[config.mk]
export PLATFORM = sky130hd
export DESIGN_NAME = regfile_write_arbiter
export DESIGN_NICKNAME = d
export VERILOG_FILES = /design/src/rtl/regfile_pkg.sv /design/src/rtl/rr_arbiter_2.sv /design/src/rtl/regfile_write_arbiter.sv
export SDC_FILE = /design/constraint.sdc
export NUM_CORES = 1
export LEC_CHECK = 0
export ABC_CLOCK_PERIOD_IN_PS = 1950
export CAP_MARGIN = 20
export CORE_ASPECT_RATIO = 1.2
export CORE_MARGIN = 5
export CORE_UTILIZATION = 25
export CTS_BUF_LIST = sky130_fd_sc_hd__clkbuf_4
export CTS_CLUSTER_DIAMETER = 30
export DETAILED_ROUTE_END_ITERATION = 7
export PLACE_DENSITY_LB_ADDON = 0.2
export SLEW_MARGIN = 20
export SYNTH_ARGS = -nofsm -noshare
export SYNTH_HDL_FRONTEND = slang
export SYNTH_SLANG_ARGS = --single-unit
[constraint.sdc]
create_clock -name clk -period 1.95 [get_ports clk]
set_clock_uncertainty 0.05 [all_clocks]
set_input_delay 0.39 -clock clk [delete_from_list [all_inputs] [get_ports clk]]
set_output_delay 0.39 -clock clk [all_outputs]
set_load 0.02 [all_outputs]
[src/rtl/regfile_pkg.sv]
// rtl/regfile_pkg.sv - shared constants and state type for the register-file write arbiter
package regfile_pkg;

    localparam int DATA_W   = 32;
    localparam int ADDR_W   = 5;
    localparam int REG_ZERO = 0;

    typedef enum logic {
        ARB     = 1'b0,
        B_BURST = 1'b1
    } state_e;

endpackage

[src/rtl/rr_arbiter_2.sv]
// rtl/rr_arbiter_2.sv - combinational two-way round-robin grant
module rr_arbiter_2 (
    input  logic req_a,
    input  logic req_b,
    input  logic prio_b,
    output logic gnt_a,
    output logic gnt_b
);

    // On contention the side named by prio_b wins; a lone request always wins.
    always_comb begin
        gnt_a = req_a & (~req_b | ~prio_b);
        gnt_b = req_b & (~req_a |  prio_b);
    end

endmodule

[src/rtl/regfile_write_arbiter.sv]
// rtl/regfile_write_arbiter.sv - shares the register-file write port between ALU (A) and multi-cycle unit (B)
module regfile_write_arbiter #(
    parameter int DATA_W    = regfile_pkg::DATA_W,
    parameter int ADDR_W    = regfile_pkg::ADDR_W,
    parameter int MAX_BURST = 4
) (
    input  logic              clk,
    input  logic              rst_n,
    input  logic              a_valid,
    output logic              a_ready,
    input  logic [0:ADDR_W-1] a_addr,
    input  logic [DATA_W-1:0] a_data,
    input  logic              b_valid,
    output logic              b_ready,
    input  logic [0:ADDR_W-1] b_addr,
    input  logic [DATA_W-1:0] b_data,
    input  logic              b_last,
    output logic              wr_en,
    output logic [0:ADDR_W-1] wr_addr,
    output logic [DATA_W-1:0] wr_data,
    output logic              burst_err
);

    import regfile_pkg::*;

    localparam int CNT_W = $clog2(MAX_BURST) + 1;

    state_e            state_q, state_d;
    logic              ptr_q, ptr_d;
    logic [CNT_W-1:0]  cnt_q, cnt_d, cnt_inc;
    logic              burst_err_q, burst_err_d;
    logic              wr_en_q, wr_en_d;
    logic [0:ADDR_W-1] wr_addr_q, wr_addr_d;
    logic [DATA_W-1:0] wr_data_q, wr_data_d;

    logic              gnt_a, gnt_b;
    logic              acc_a, acc_b;
    logic [0:ADDR_W-1] sel_addr;
    logic [DATA_W-1:0] sel_data;

    rr_arbiter_2 u_rr (
        .req_a  (a_valid),
        .req_b  (b_valid),
        .prio_b (ptr_q),
        .gnt_a  (gnt_a),
        .gnt_b  (gnt_b)
    );

    always_comb begin
        a_ready = 1'b0;
        b_ready = 1'b0;
        if (state_q == ARB) begin
            a_ready = gnt_a;
            b_ready = gnt_b;
        end else begin
            b_ready = b_valid;
        end

        acc_a    = a_valid & a_ready;
        acc_b    = b_valid & b_ready;
        sel_addr = acc_b ? b_addr : a_addr;
        sel_data = acc_b ? b_data : a_data;

        state_d     = state_q;
        ptr_d       = ptr_q;
        cnt_d       = cnt_q;
        burst_err_d = burst_err_q;
        cnt_inc     = cnt_q + 1'b1;

        case (state_q)
            ARB: begin
                if (acc_a) begin
                    ptr_d = 1'b1;
                end else if (acc_b) begin
                    ptr_d = 1'b0;
                    if (!b_last) begin
                        state_d = B_BURST;
                        cnt_d   = CNT_W'(1);
                    end
                end
            end
            B_BURST: begin
                if (acc_b) begin
                    if (b_last) begin
                        state_d = ARB;
                        ptr_d   = 1'b0;
                        cnt_d   = '0;
                    end else if (cnt_inc == CNT_W'(MAX_BURST)) begin
                        // Watchdog: a runaway burst must not starve A forever.
                        state_d     = ARB;
                        ptr_d       = 1'b0;
                        cnt_d       = '0;
                        burst_err_d = 1'b1;
                    end else begin
                        cnt_d = cnt_inc;
                    end
                end
            end
            default: state_d = ARB;
        endcase

        // Register 0 is hardwired: the beat is consumed but never written.
        wr_en_d   = (acc_a | acc_b) && (sel_addr != ADDR_W'(REG_ZERO));
        wr_addr_d = (acc_a | acc_b) ? sel_addr : wr_addr_q;
        wr_data_d = (acc_a | acc_b) ? sel_data : wr_data_q;
    end

    always_ff @(posedge clk or negedge rst_n) begin
        if (!rst_n) begin
            state_q     <= ARB;
            ptr_q       <= 1'b0;
            cnt_q       <= '0;
            burst_err_q <= 1'b0;
            wr_en_q     <= 1'b0;
            wr_addr_q   <= '0;
            wr_data_q   <= '0;
        end else begin
            state_q     <= state_d;
            ptr_q       <= ptr_d;
            cnt_q       <= cnt_d;
            burst_err_q <= burst_err_d;
            wr_en_q     <= wr_en_d;
            wr_addr_q   <= wr_addr_d;
            wr_data_q   <= wr_data_d;
        end
    end

    assign wr_en     = wr_en_q;
    assign wr_addr   = wr_addr_q;
    assign wr_data   = wr_data_q;
    assign burst_err = burst_err_q;

endmodule

==> results.py <==
metrics = {
    "place": {
        "placement.io_buffers": 119,
        "post-dp-hpwl_mm": 5.27,
        "place.gp.congestion": 0.724,
    },
    "logic_synthesis": {
        "synth_top_area_share_pct": 48.5,
        "synth_top_area_cell": "dfrtp_1",
        "yosysWarnings": 0,
        "yosysUniqueCellTypes": 35,
        "syn_area_sq_mm": 0.00227,
        "syn-num-nets": 267,
        "synthTopCellsByArea": "dfrtp_1 49%, o221a_2 13%, or3_1 8.0%",
        "synth_area_per_cell_sq_um": 12.3,
        "yosysSeqAreaShare_pct": 48.5,
        "ys_seq_elements": 44,
        "syn-instance-count": 185,
    },
    "worst_hold_path": {
        "hold_path_class": "reg -> reg",
    },
    "power": {
        "p_comb_share_pct": 51.1,
        "power.switching_mw": 1.41,
        "seq_power_share_pct": 34.4,
        "power.internal_mw": 2.52,
        "p_total_mw": 3.93,
        "p_sw_share_pct": 35.9,
        "clockPowerShare_pct": 14.5,
        "powerDensity_mw_per_mm2": 1090,
        "leakage_nw": 1.44,
        "ir_worst_vdd_v": 0.000572,
    },
    "floorplanning": {
        "fp.dieH_um": 114,
        "coreArea_sq_mm": 0.00894,
        "die_w_um": 97.0,
        "die-area_sq_mm": 0.0111,
        "initial_utilization_pct": 25.4,
        "placementRows": 38,
        "io_pins": 120,
    },
    "drt": {
        "viasPerCell": 4.81,
        "vias": 2057,
        "drc": 0,
        "wl_per_cell_um": 17.4,
        "first_iter_violations": 79,
        "ant_nets": 0,
        "totalWireLength_mm": 7.43,
        "dr.pass1.iters": 4,
    },
    "worst_setup_path": {
        "worstSetupStartpoint": "state_q$_DFF_PN0_",
        "worst_path_max_delay_cell": "or3b_4",
        "cp-end-kind": "output port",
        "worst-path-buf-inv": 2,
        "rr_startpoint": "state_q$_DFF_PN0_",
        "max_stage_delay_ns": 0.44,
        "r2r_cells": 4,
        "crit_chain": "or3b_4 > nand2_8 > inv_2 > buf_6",
        "cp.depth": 4,
        "critPathTopFamily": "simple AND/OR/NAND/NOR gates",
        "crit_end": "b_ready",
        "criticalPathCategory": "reg -> out",
        "crit_required_ns": 1.51,
        "critPathArrivalTime_ns": 1.44,
        "startpoint_type": "flop",
        "rr_endpoint": "wr_data[24]$_DFFE_PN0P_",
        "cp_max_fo": 3,
        "reg2reg_setup_slack_ns": 0.25,
    },
    "sta": {
        "rsz0062_at_grt": "yes",
        "fmax_ghz": 0.531,
        "relSlewSlack_pct": 72.2,
        "setup_viol": 0,
        "fin_crit_sh_pct": 96.6,
        "holdWs_ns": 0.461,
        "hold_viol": 0,
        "tightest_slew_ns": 0.417,
        "final_max_slew_viol_count": 0,
        "layout_min_cycle_time_ns": 1.88,
    },
    "clocking": {
        "clock_latency_ns": 0.35,
        "cts.sinks": 44,
        "cts_buffer_depth": 2,
        "ctsHtreeMaxLevel": 2,
        "cts_setup_buffers": 0,
        "cts-root-buf": "clkbuf_4",
        "cts_buffers": 5,
        "cts_tree": "yes",
        "clk_pin_slew_ns": 0.14,
    },
    "final_layout": {
        "layout_commonest_cell": "clkdlybuf4s50_1",
        "layout_common_cells": "114 x clkdlybuf4s50_1, 44 x dfrtp_1, 29 x or3_1",
        "num_antenna_cells": 0,
        "nNetsFinal": 389,
        "drive_gt1_share_pct": 20.1,
        "syn_to_final_growth_pct": 59.6,
    },
    "global_routing": {
        "antenna_found_initial": 0,
        "grt_max_degree": 33,
        "grt_pass1_wl_mm": 11.9,
        "grt_usage_pct": 13.3,
        "grt_pass1_vias": 2133,
        "overflow": 0,
    },
    "job": {
        "max_cap_viol_count": 0,
    },
    "outcome": {
        "status": "finished, final reports clean",
    },
}
-- what timing repair did --
action                                  CTS  global route
gates resized for setup                   9             4
pin swaps                                 1             2
endpoints found under the setup margin    2             2
endpoints found under the hold margin    44             0
hold buffers                              1             0
-- synthesized netlist by cell type (all sizes together) --
library cell,instances
and2b,1
nor2,2
o22ai,1
o211ai,1
and3b,1
dfrtp,44
o221a,30
o31ai,1
a211o,1
mux2i,7
or3,29
and3,1
clkbuf,7
or4,2
mux2,1
a21o,1
a22o,2
a31oi,8
buf,11
ha,3
or3b,1
nor3b,1
nand2b,1
a21oi,1
and4bb,7
nand2,5
inv,6
o21ai,9
-- cells by family (layout without fill, tap and decap cells) --
logic type / count (synthesis) / after routing / share of synthesized area [%]
and+or+nand+nor: 51 / 51 / 16.6
muxes: 8 / 8 / 3.59
DFF: 44 / 44 / 48.5
buffers and inverters: 24 / 147 / 7.89
adders and majority gates: 3 / 3 / 1.65
AOI/OAI and AO/OA: 55 / 55 / 21.7
-- cell type report --
cell class                 count  area [sq um]
tap                          120           150
inverter                       6          22.5
multi-input combinational    117           988
clock buffer                   5          37.5
timing repair buffer         133          1280
clock inverter                 3          37.5
sequential                    44          1100
fill                         892          5320
-- worst min-delay path by stage --
stage,start,to,cells past startpoint
after floorplan,rst_n,burst_err$_DFFE_PN0P_,0
after global placement,rst_n,wr_addr[3]$_DFFE_PN0P_,2
after detailed placement,rst_n,wr_addr[3]$_DFFE_PN0P_,2
after CTS,burst_err$_DFFE_PN0P_,burst_err$_DFFE_PN0P_,1
after global routing,burst_err$_DFFE_PN0P_,burst_err$_DFFE_PN0P_,1
final,burst_err$_DFFE_PN0P_,burst_err$_DFFE_PN0P_,1
-- sequential cells by signal, summed over array words and instances, names as in the netlist --
name and flops:
burst_err 1, cnt_q 3, ptr_q 1, state_q 1, wr_addr 5, wr_data 32
wr_en 1
-- power by group through the flow --
| stage | Sequential (mW) | Clock [mW] | Combinational [mW] |
|---|---|---|---|
| 6_report | 1.35 | 0.569 | 2.01 |
| 4_1_cts | 1.36 | 0.604 | 2.04 |
| 3_3_place_gp | 1.37 | 0 | 2.03 |
| 3_5_place_dp | 1.38 | 0 | 2.03 |
| 2_1_floorplan | 1.69 | 0 | 0.810 |
| 5_1_grt | 1.40 | 0.642 | 2.14 |
-- worst reg2reg max path: cells and delay by family, from the launching register on --
kind	cells	cell delay, ns
buffers and inverters	1	0.36
DFF	1	0.43
AOI/OAI and AO/OA	1	0.29
and+or+nand+nor	2	0.51
-- per-stage QoR --
stage / cells / worst slack (ns) / util, % / cell area (sq um) / setup TNS (ns)
floorplan: 185 / 0.341 / - / 2270 / 0
global placement: 419 / -0.429 / 39.6 / 3540 / -6.70
detailed placement: 419 / -0.429 / 39.6 / 3540 / -6.69
CTS: 428 / 0.0148 / 40.5 / 3620 / 0
global route: 428 / -0.00625 / 40.5 / 3620 / -0.00625
finish: 428 / 0.0663 / 40.5 / 3620 / 0
-- per-layer routing --
metal	share of wire [%]	track usage, %	vias to the layer above
met5	0	0	-
met4	0.94	3.65	0
met3	6.0	3.72	5
met2	46	20.6	85
met1	47	18.2	994
li1	-	-	973
(Power assumes the default switching activity.)
